--- src/rtl/spi_mode_clk_gen_pkg.sv ---
// Shared types and constants for the SPI mode-aware serial-clock generator.
package spi_mode_clk_gen_pkg;

    localparam int SPI_DIVIDER_LEN = 8;
    localparam int SPI_CNT_LEN     = 6;

    typedef enum logic [1:0] {
        SPI_ST_IDLE = 2'd0,
        SPI_ST_RUN  = 2'd1,
        SPI_ST_DONE = 2'd2
    } spi_state_e;

    typedef struct packed {
        logic sample;
        logic shift;
    } spi_strobe_t;

    // Map an SCLK edge to sample/shift for the latched phase; the final trailing edge never shifts.
    function automatic spi_strobe_t phase_decode(input logic cpha,
                                                 input logic leading,
                                                 input logic last_edge);
        spi_strobe_t s;
        if (cpha == 1'b0) begin
            s.sample = leading;
            s.shift  = !leading && !last_edge;
        end else begin
            s.shift  = leading;
            s.sample = !leading;
        end
        return s;
    endfunction

endpackage

--- src/rtl/spi_mode_clk_gen_if.sv ---
// Control/status bundle between the SPI master FSM (master) and the clock generator (slave).
interface spi_mode_clk_gen_if
    import spi_mode_clk_gen_pkg::*;
#(
    parameter int DIV_W = SPI_DIVIDER_LEN,
    parameter int CNT_W = SPI_CNT_LEN
);
    logic             i_enable;
    logic             i_start;
    logic             i_abort;
    logic             i_cpol;
    logic             i_cpha;
    logic [DIV_W-1:0] i_divider;
    logic [CNT_W-1:0] i_num_bits;
    logic             o_sclk;
    logic             o_pos_edge;
    logic             o_neg_edge;
    logic             o_sample;
    logic             o_shift;
    logic             o_busy;
    logic             o_done;
    logic [CNT_W-1:0] o_bit_cnt;

    modport master (
        output i_enable, i_start, i_abort, i_cpol, i_cpha, i_divider, i_num_bits,
        input  o_sclk, o_pos_edge, o_neg_edge, o_sample, o_shift, o_busy, o_done, o_bit_cnt
    );

    modport slave (
        input  i_enable, i_start, i_abort, i_cpol, i_cpha, i_divider, i_num_bits,
        output o_sclk, o_pos_edge, o_neg_edge, o_sample, o_shift, o_busy, o_done, o_bit_cnt
    );
endinterface

--- src/rtl/spi_mode_clk_gen_edge_timer.sv ---
// Half-period counter: counts 0..i_term while enabled and ticks for one cycle at terminal count.
module spi_edge_timer #(
    parameter int DIV_W = 8
) (
    input  logic             i_clk,
    input  logic             i_rst,
    input  logic             i_en,
    input  logic             i_clr,
    input  logic [DIV_W-1:0] i_term,
    output logic             o_tick
);
    logic [DIV_W-1:0] cnt_q;
    logic [DIV_W-1:0] cnt_d;

    assign o_tick = i_en && (cnt_q == i_term);

    // Next count: clear dominates, wrap on tick, hold while paused.
    always_comb begin
        cnt_d = cnt_q;
        if (i_clr) begin
            cnt_d = {DIV_W{1'b0}};
        end else if (o_tick) begin
            cnt_d = {DIV_W{1'b0}};
        end else if (i_en) begin
            cnt_d = cnt_q + {{(DIV_W-1){1'b0}}, 1'b1};
        end else begin
            cnt_d = cnt_q;
        end
    end

    // Counter register.
    always_ff @(posedge i_clk) begin
        if (i_rst) begin
            cnt_q <= {DIV_W{1'b0}};
        end else begin
            cnt_q <= cnt_d;
        end
    end
endmodule

--- src/rtl/spi_mode_clk_gen.sv ---
// SPI SCLK generator for all CPOL/CPHA modes: per-transfer FSM, edge count, phase decode, bit counter.
module spi_mode_clk_gen
    import spi_mode_clk_gen_pkg::*;
#(
    parameter int DIV_W = SPI_DIVIDER_LEN,
    parameter int CNT_W = SPI_CNT_LEN
) (
    input  logic               i_clk,
    input  logic               i_rst,
    spi_mode_clk_gen_if.slave  bus
);
    localparam int KW = CNT_W + 1;

    spi_state_e       state_q, state_d;
    logic [DIV_W-1:0] div_q, div_d;
    logic [CNT_W-1:0] num_bits_q, num_bits_d;
    logic             cpol_q, cpol_d, cpha_q, cpha_d;
    logic [KW-1:0]    k_q, k_d;
    logic             sclk_q, sclk_d;
    logic             pos_q, pos_d, neg_q, neg_d;
    logic             sample_q, sample_d, shift_q, shift_d;
    logic             busy_q, busy_d, done_q, done_d;
    logic [CNT_W-1:0] bit_cnt_q, bit_cnt_d;

    logic             tick_s;
    logic             timer_en_s;
    logic             timer_clr_s;
    logic [KW-1:0]    two_n_s;
    logic [KW-1:0]    k_inc_s;
    spi_strobe_t      strobe_s;

    // k runs 1..2N, so it needs one bit more than the bit count.
    assign two_n_s     = {num_bits_q, 1'b0};
    assign k_inc_s     = k_q + {{CNT_W{1'b0}}, 1'b1};
    assign strobe_s    = phase_decode(cpha_q, k_inc_s[0], k_inc_s == two_n_s);
    assign timer_en_s  = (state_q == SPI_ST_RUN) && bus.i_enable && !bus.i_abort && (k_q != two_n_s);
    assign timer_clr_s = (state_q != SPI_ST_RUN);

    spi_edge_timer #(.DIV_W(DIV_W)) u_timer (
        .i_clk  (i_clk),
        .i_rst  (i_rst),
        .i_en   (timer_en_s),
        .i_clr  (timer_clr_s),
        .i_term (div_q),
        .o_tick (tick_s)
    );

    // Next-state and next-output decode; abort outranks any edge due this cycle.
    always_comb begin
        state_d    = state_q;
        div_d      = div_q;
        num_bits_d = num_bits_q;
        cpol_d     = cpol_q;
        cpha_d     = cpha_q;
        k_d        = k_q;
        sclk_d     = sclk_q;
        pos_d      = 1'b0;
        neg_d      = 1'b0;
        sample_d   = 1'b0;
        shift_d    = 1'b0;
        bit_cnt_d  = bit_cnt_q;
        case (state_q)
            SPI_ST_IDLE: begin
                sclk_d = bus.i_cpol;
                if (bus.i_start && bus.i_enable) begin
                    div_d      = bus.i_divider;
                    num_bits_d = bus.i_num_bits;
                    cpol_d     = bus.i_cpol;
                    cpha_d     = bus.i_cpha;
                    k_d        = {KW{1'b0}};
                    bit_cnt_d  = {CNT_W{1'b0}};
                    if (bus.i_num_bits == {CNT_W{1'b0}}) begin
                        state_d = SPI_ST_DONE;
                    end else begin
                        state_d = SPI_ST_RUN;
                    end
                end else begin
                    state_d = SPI_ST_IDLE;
                end
            end
            SPI_ST_RUN: begin
                if (bus.i_abort) begin
                    state_d = SPI_ST_IDLE;
                    sclk_d  = cpol_q;
                end else if (k_q == two_n_s) begin
                    state_d = SPI_ST_DONE;
                end else if (tick_s) begin
                    k_d       = k_inc_s;
                    sclk_d    = !sclk_q;
                    pos_d     = !sclk_q;
                    neg_d     = sclk_q;
                    sample_d  = strobe_s.sample;
                    shift_d   = strobe_s.shift;
                    bit_cnt_d = bit_cnt_q + {{(CNT_W-1){1'b0}}, strobe_s.sample};
                end else begin
                    state_d = SPI_ST_RUN;
                end
            end
            SPI_ST_DONE: begin
                state_d = SPI_ST_IDLE;
            end
            default: begin
                state_d = SPI_ST_IDLE;
            end
        endcase
        busy_d = (state_d == SPI_ST_RUN);
        done_d = (state_d == SPI_ST_DONE);
    end

    // State, configuration and output registers.
    always_ff @(posedge i_clk) begin
        if (i_rst) begin
            state_q    <= SPI_ST_IDLE;
            div_q      <= {DIV_W{1'b0}};
            num_bits_q <= {CNT_W{1'b0}};
            cpol_q     <= 1'b0;
            cpha_q     <= 1'b0;
            k_q        <= {KW{1'b0}};
            sclk_q     <= 1'b0;
            pos_q      <= 1'b0;
            neg_q      <= 1'b0;
            sample_q   <= 1'b0;
            shift_q    <= 1'b0;
            busy_q     <= 1'b0;
            done_q     <= 1'b0;
            bit_cnt_q  <= {CNT_W{1'b0}};
        end else begin
            state_q    <= state_d;
            div_q      <= div_d;
            num_bits_q <= num_bits_d;
            cpol_q     <= cpol_d;
            cpha_q     <= cpha_d;
            k_q        <= k_d;
            sclk_q     <= sclk_d;
            pos_q      <= pos_d;
            neg_q      <= neg_d;
            sample_q   <= sample_d;
            shift_q    <= shift_d;
            busy_q     <= busy_d;
            done_q     <= done_d;
            bit_cnt_q  <= bit_cnt_d;
        end
    end

    assign bus.o_sclk     = sclk_q;
    assign bus.o_pos_edge = pos_q;
    assign bus.o_neg_edge = neg_q;
    assign bus.o_sample   = sample_q;
    assign bus.o_shift    = shift_q;
    assign bus.o_busy     = busy_q;
    assign bus.o_done     = done_q;
    assign bus.o_bit_cnt  = bit_cnt_q;
endmodule

--- src/flat_wrapper.sv ---
// flat-port wrapper written by rule: the top's interface ports become plain ports
module spi_mode_clk_gen_flat import spi_mode_clk_gen_pkg::*;
#(
    parameter int DIV_W = SPI_DIVIDER_LEN,
    parameter int CNT_W = SPI_CNT_LEN
)
  (i_clk, i_rst, bus_i_enable, bus_i_start, bus_i_abort, bus_i_cpol, bus_i_cpha, bus_i_divider, bus_i_num_bits, bus_o_sclk, bus_o_pos_edge, bus_o_neg_edge, bus_o_sample, bus_o_shift, bus_o_busy, bus_o_done, bus_o_bit_cnt);
  spi_mode_clk_gen_if #(.DIV_W(DIV_W), .CNT_W(CNT_W)) bus_i ();
  input  logic i_clk;
  input  logic i_rst;
  input wire logic [$bits(bus_i.i_enable)-1:0] bus_i_enable;
  input wire logic [$bits(bus_i.i_start)-1:0] bus_i_start;
  input wire logic [$bits(bus_i.i_abort)-1:0] bus_i_abort;
  input wire logic [$bits(bus_i.i_cpol)-1:0] bus_i_cpol;
  input wire logic [$bits(bus_i.i_cpha)-1:0] bus_i_cpha;
  input wire logic [$bits(bus_i.i_divider)-1:0] bus_i_divider;
  input wire logic [$bits(bus_i.i_num_bits)-1:0] bus_i_num_bits;
  output wire logic [$bits(bus_i.o_sclk)-1:0] bus_o_sclk;
  output wire logic [$bits(bus_i.o_pos_edge)-1:0] bus_o_pos_edge;
  output wire logic [$bits(bus_i.o_neg_edge)-1:0] bus_o_neg_edge;
  output wire logic [$bits(bus_i.o_sample)-1:0] bus_o_sample;
  output wire logic [$bits(bus_i.o_shift)-1:0] bus_o_shift;
  output wire logic [$bits(bus_i.o_busy)-1:0] bus_o_busy;
  output wire logic [$bits(bus_i.o_done)-1:0] bus_o_done;
  output wire logic [$bits(bus_i.o_bit_cnt)-1:0] bus_o_bit_cnt;
  assign bus_i.i_enable = bus_i_enable;
  assign bus_i.i_start = bus_i_start;
  assign bus_i.i_abort = bus_i_abort;
  assign bus_i.i_cpol = bus_i_cpol;
  assign bus_i.i_cpha = bus_i_cpha;
  assign bus_i.i_divider = bus_i_divider;
  assign bus_i.i_num_bits = bus_i_num_bits;
  assign bus_o_sclk = bus_i.o_sclk;
  assign bus_o_pos_edge = bus_i.o_pos_edge;
  assign bus_o_neg_edge = bus_i.o_neg_edge;
  assign bus_o_sample = bus_i.o_sample;
  assign bus_o_shift = bus_i.o_shift;
  assign bus_o_busy = bus_i.o_busy;
  assign bus_o_done = bus_i.o_done;
  assign bus_o_bit_cnt = bus_i.o_bit_cnt;
  spi_mode_clk_gen #(.DIV_W(DIV_W), .CNT_W(CNT_W)) u_core (.i_clk(i_clk), .i_rst(i_rst), .bus(bus_i));
endmodule
--- config.mk ---
export PLATFORM = sky130hd
export DESIGN_NAME = spi_mode_clk_gen_flat
export DESIGN_NICKNAME = d
export VERILOG_FILES = /design/src/rtl/spi_mode_clk_gen_pkg.sv /design/src/rtl/spi_mode_clk_gen_if.sv /design/src/rtl/spi_mode_clk_gen_edge_timer.sv /design/src/rtl/spi_mode_clk_gen.sv /design/src/flat_wrapper.sv
export SDC_FILE = /design/constraint.sdc
export NUM_CORES = 1
export LEC_CHECK = 0
export CAP_MARGIN = 20
export CELL_PAD_IN_SITES_DETAIL_PLACEMENT = 2
export CELL_PAD_IN_SITES_GLOBAL_PLACEMENT = 2
export CORE_MARGIN = 2
export CORE_UTILIZATION = 35
export DETAILED_ROUTE_END_ITERATION = 16
export PLACE_DENSITY = 0.84
export SYNTH_ARGS = -nofsm -noshare
export SYNTH_HDL_FRONTEND = slang
export SYNTH_SLANG_ARGS = --single-unit
--- constraint.sdc ---
create_clock -name i_clk -period 4.2 [get_ports i_clk]
set_input_delay 1.05 -clock i_clk [delete_from_list [all_inputs] [get_ports i_clk]]
set_output_delay 1.05 -clock i_clk [all_outputs]
set_load 0.01 [all_outputs]
---- Word level (Yosys, flattened, before mapping) ----
Index checks and enable logic that the tools add are counted.
word-level totals
  output and inout port bits .............. 13
  bits in writable memories ............... 0
  bits in registers ....................... 46
  ROM bits ................................ 0
  memories ................................ 0
  bits in latches ......................... 0
  input port bits ......................... 21
  logic and storage cells ................. 73
operators by class
  bitwise operators ....................... 2
  $add $sub $neg .......................... 3
  mux-type cells .......................... 21
  magnitude comparators ................... 0
  reduce and logical (&&, ||, !) cells .... 18
  equal/unequal tests ..................... 14
  multipliers ............................. 0
  shift-type cells ........................ 0
  div/mod/pow operators ................... 0
operators with widths
  operator               count
  $mux W7                4
  $mux W6                4
  $eq A7 B7 Y1           2
  $pmux W7 S2            1
  $mux W2                6
  $pmux W6 S2            1
  $add A8 B1 Y8 const B  1
  $eq A8 B8 Y1           1
  $add A7 B1 Y7 const B  1
  $ne A7 B7 Y1           1
  $add A6 B1 Y6          1
  $logic_and A1 B1 Y1    6
  $logic_not A6 Y1       1
  $ne A2 B1 Y1 const B   3
  $reduce_and A5 Y1      1
  $reduce_or A5 Y1       1
  $eq A2 B1 Y1 const B   2
  $logic_not A1 Y1       4
  $ne A2 B2 Y1 const B   2
  $pmux W2 S2            1
  $mux W1                3
  $ne A3 B2 Y1 const B   1
  $ne A3 B3 Y1 const B   1
  $reduce_and A3 Y1      1
  7 further kinds        8

---- Logic depth before layout (Yosys ltp) ----
  depth after elaboration ................. 10
  mapped depth ............................ 8

---- Hierarchy ----
From an unflattened synthesis, not the netlist that was laid out.
second synthesis, totals
  cells, all modules ...................... 260
  area, all modules ....................... 2208.4 sq um
by module, submodules not included
  module            cells each  instances  area an instance (sq um)  sequential area each (sq um)
  spi_mode_clk_gen  211         1          1764.2                    760.7
  spi_edge_timer    49          1          444.2                     160.2

---- Worst setup path before layout ----
Ideal clock, no wire load.
  path type ............................... input -> register
  from .................................... input bus_i_abort
  to ...................................... register u_core.u_timer.cnt_q[7]
  stages on the path ...................... 6
  arrival time ............................ 2299 ps
  library setup time ...................... 72 ps
  path buffers ............................ 1
  slack ................................... 1830 ps
  path through ............................ nor3b_4 -> nand2_2 -> a21o_1 -> buf_6 -> or4_1 -> a21oi_1
between the ends
  cells in the longest elaborated chain, start to end .. 5
ends and longest elaborated chain
  item                                  line                               text
  start, declared                       flat_wrapper.sv:13                 input wire logic [$bits(bus_i.i_abort)-1:0] bus_i_abort;
  $logic_not A1 Y1 (*)                  spi_mode_clk_gen.sv:36             assign timer_en_s = (state_q == SPI_ST_RUN) && bus.i_enable && !bus.i_abort && (k_q != two_n_s);
  $logic_and A1 B1 Y1 (*) (2 in a row)  spi_mode_clk_gen.sv:36
  $logic_and A1 B1 Y1                   spi_mode_clk_gen_edge_timer.sv:15  assign o_tick = i_en && (cnt_q == i_term);
  $reduce_or A3 Y1 (no source line)     --
  end signal, assigned                  spi_mode_clk_gen_edge_timer.sv:34  cnt_q <= {DIV_W{1'b0}};
  end signal, assigned                  spi_mode_clk_gen_edge_timer.sv:36  cnt_q <= cnt_d;
  end, declared                         spi_mode_clk_gen_edge_timer.sv:12  logic [DIV_W-1:0] cnt_q;
Mark *: on every way between the ends. The rest lies on a longest branch, timed or not.
A chain may end at the register's enable or synchronous reset.

---- Final worst setup path ----
  from .................................... input bus_i_abort
  to ...................................... register u_core.sclk_q, in the netlist u_core.bus.o_sclk
between the ends
  cells in the longest elaborated chain, start to end .. 6
  elaborated cells between the ends (all ways) .. 9
  classes of those cells .................. 2 x eq/ne; 2 x mux; 5 x reduce/logical
ends and longest elaborated chain
  item                                line                               text
  $logic_not A1 Y1                    spi_mode_clk_gen.sv:36
  $logic_and A1 B1 Y1 (2 in a row)    spi_mode_clk_gen.sv:36
  $logic_and A1 B1 Y1                 spi_mode_clk_gen_edge_timer.sv:15
  $ne A3 B2 Y1 (no source line)       --
  $reduce_and A3 Y1 (no source line)  --
  end signal, assigned                spi_mode_clk_gen.sv:134            sclk_q <= sclk_d;
  end, declared                       spi_mode_clk_gen.sv:19             logic sclk_q, sclk_d;
Several ways; a longest one is shown, not always the timed one.

==> impl_metrics.toml <==
[status]
outcome = "complete, but fails checks"
violations = "design-rule violations"

[yosys]
synth.area.top_cells = "sky130_fd_sc_hd__dfxtp_1 (39%), sky130_fd_sc_hd__nand2_1 (7.1%), sky130_fd_sc_hd__xnor2_1 (6.7%)"
syn-mean-instance-area_um2 = 8.42
synthDistinctLibCells = 50
synthFlopType = "sky130_fd_sc_hd__dfxtp_1"
top_cell_type_by_total_area_after_synthesis = "sky130_fd_sc_hd__dfxtp_1"
seq_area_frac_synth_pct = 39.3
async_s_r_ff_share_synth_pct = 0
synth_enable_flop_cells = 0
synthDominantCellAreaShare_pct = 39.3
synth.most_common_cell = "sky130_fd_sc_hd__dfxtp_1"
ys_warn_count = 0
synthesis.area_um2 = 2340
synth_cells = 278
synth-seq-cells = 46
mappedNetlistNets = 303
synth_common_cells = "sky130_fd_sc_hd__dfxtp_1 (46), sky130_fd_sc_hd__nand2_1 (44), sky130_fd_sc_hd__a21oi_1 (28)"

[floorplanning]
number_of_rows_created_at_floorplan = 29
initial_core_util_pct = 36.5
dieHeight_um = 85.8
design.die.area_um2 = 7360
dieWidth_um = 85.8
io_pins = 34
placeableCoreArea_um2 = 6420

[timing]
fin_worst_hold_slack_ns = 0.478
worst-slew-pin-transition_ns = 0.892
finalCritPeriodShare_pct = 71.6
timing.fmax_ghz = 0.333
report.final.setup_viol = 0
rsz0062_at_grt = "false"
fin_skew_ns = 0.0116
report.final.hold_viol_count = 0
timing.final.max_slew_violations = 0
relSlewSlack_pct = 40.3
sum_of_negative_setup_slack_ns = 0
finalWorstPathRequiredPeriod_ns = 3.01

[finish]
final_layout_size_suffix_gt1_share_pct = 6.84
area_growth_pct = 20.5
fillCellCount = 727
post-route-cell-area_um2 = 2820
diodes = 0
layout.nets = 331

[routing]
route.final.wire_length_mm = 7.18
dr.pass1.iters = 10
viasPerCell = 5.53
post-route-drc-count = 2
num_vias = 2122
drc_marker_count_from_the_first_detailed_route_iteration = 147
drt.antenna.violating_nets = 0
per_cell_routed_wire_length_um = 18.7

[min_path]
hold_path_startpoint = "u_core.num_bits_q[3]"
hold_path.class = "reg -> reg"

[worst_setup_path]
critical_path.max_fanout = 11
crit-reg2reg-launch = "u_core.k_q[2]"
total_buffers_and_inverters_traversed_by_the_critical_path = 2
worst_path_largest_cell_delay_ns = 0.51
crit_type = "in -> reg"
critical_path_arrival_ns = 3.20
start_kind = "input pin"
cp-end-kind = "flop"
worstPathRequired_ns = 4.40
timing.critical_path.max_delay_family = "compound AO/OA/AOI/OAI gates"
crit_path_start = "bus_i_abort"
path_cells = "clkdlybuf4s50_1 > nor3b_4 > nand2_2 > a21oi_1 > buf_4 > a21boi_0 > o311a_1"
worst_path_max_delay_cell = "sky130_fd_sc_hd__clkdlybuf4s50_1"

[power]
leakagePower_nw = 0.977
ir_drop_mv = 0.158
power-per-cell-area_nw_per_um2 = 329

[global_routing]
grt_util_all_layers_pct = 20.7
grt_pass1_wl_mm = 11.8
via_count_of_the_first_global_routing_pass = 2250
total_congestion_overflow_after_global_routing = 0
antenna_found_initial = 0
pin_count_of_the_biggest_net_entering_global_routing = 22

[placed_design]
dpl-instance-area_um2 = 2710
gpl.final_weighted_congestion = 0.820
numPortBuffers = 33
hpwl_mm = 5.32

[clock_network]
cts_buffer_depth = 2
clock_latency_ns = 0.31
cts_made_buffers = 5
cts_root_buf = "sky130_fd_sc_hd__clkbuf_8"
hold_fix_buffer_count_after_cts = 0
cts_sinks = 46
cts.reportedPaths.clkPinSlew_ns = 0.09
cts_setup_buffers = 0
htree_num_levels = 2
tritoncts = "built"
ctsResizeCount = 0

[job]
drv_cap = 0
==> kinds of logic after synthesis <==
logic type      after synthesis  synth area share [%]
compound gates               62                  17.0
xor+xnor                     27                  11.3
fa+ha+maj                     4                  2.14
buf+inv                      20                  4.86
flops                        46                  39.3
mux                           2                 0.909
simple gates                117                  24.4
==> routing by layer <==
layer | global-route usage, % | vias to the layer above | routed length (um)
met5 | 0 | - | 0
li1 | - | 1037 | -
met4 | 7.22 | 0 | 149
met3 | 3.66 | 13 | 213
met1 | 27.3 | 1026 | 3410
met2 | 34.2 | 46 | 3410
==> tightest hold or removal path, cell delays in order (launching register included) <==
cell and delay (ns):
sky130_fd_sc_hd__dfxtp_1 0.33, sky130_fd_sc_hd__nand2_1 0.06, sky130_fd_sc_hd__a21oi_1 0.05
==> registers in the layout, summed over array words and instances, names as in the netlist, 2 cells and up <==
signal                flops
u_core.state_q            2
u_core.div_q              8
u_core.num_bits_q         6
u_core.k_q                7
u_core.bus.o_bit_cnt      6
u_core.u_timer.cnt_q      8
==> cell type report <==
type                       count  area [um^2]  share of cell area [%]
tap                           77         96.3                    3.42
timing repair buffer          37          360                    12.8
clock buffer                   7         76.3                    2.71
multi-input combinational    212         1320                    46.9
clock inverter                 1         30.0                    1.06
inverter                       4         15.0                   0.532
sequential                    46          921                    32.7
==> power by group <==
part	total [mW]	leakage, nW	switching (mW)	internal [mW]
Sequential	0.461	0.373	0.0132	0.447
Combinational	0.129	0.552	0.0770	0.0521
Clock	0.337	0.0524	0.159	0.178
Total	0.927	0.977	0.249	0.678
==> per-stage QoR <==
stage                     power, mW  cells  worst slack (ns)  util, %
after global routing          0.965    384              1.06     43.9
after CTS                     0.934    384              1.22     43.9
final                         0.927    384              1.19     43.9
after detailed placement      0.600    376             0.901     42.3
after global placement        0.594    376              1.06     42.3
after floorplan               0.545    278              1.83        -
==> worst paths after layout <==
check,endpoint,slack (ns),cells after the start
min,u_core.num_bits_q[3],0.48,2
min reg2reg,u_core.num_bits_q[3],0.48,2
max reg2reg,u_core.u_timer.cnt_q[1],1.49,5
max,u_core.bus.o_sclk,1.19,7
==> cell usage in the layout (no fill, tap or decap), types with 2 or more instances in the layout <==
cell and count:
sky130_fd_sc_hd__ha_1 4, sky130_fd_sc_hd__o41ai_1 2, sky130_fd_sc_hd__or2_2 2, sky130_fd_sc_hd__o31ai_1 2, sky130_fd_sc_hd__or3_1 3, sky130_fd_sc_hd__o21ai_0 5, sky130_fd_sc_hd__nor2_1 25, sky130_fd_sc_hd__clkdlybuf4s50_1 33
sky130_fd_sc_hd__nand3_1 15, sky130_fd_sc_hd__o32a_1 2, sky130_fd_sc_hd__and3_1 2, sky130_fd_sc_hd__a211oi_1 3, sky130_fd_sc_hd__nor3_1 4, sky130_fd_sc_hd__a21boi_0 3, sky130_fd_sc_hd__xor2_2 2, sky130_fd_sc_hd__xor2_1 6
sky130_fd_sc_hd__clkbuf_8 5, sky130_fd_sc_hd__clkbuf_1 2, sky130_fd_sc_hd__buf_4 4, sky130_fd_sc_hd__o2111ai_1 2, sky130_fd_sc_hd__dfxtp_1 46, sky130_fd_sc_hd__and4_1 2, sky130_fd_sc_hd__nand2_1 44, sky130_fd_sc_hd__inv_1 4
sky130_fd_sc_hd__xnor2_1 18, sky130_fd_sc_hd__o211ai_1 7, sky130_fd_sc_hd__o311a_1 2, sky130_fd_sc_hd__nand4_1 7, sky130_fd_sc_hd__a21oi_1 28, sky130_fd_sc_hd__and2_1 3
Note: power is estimated with default switching activity, not from simulation.
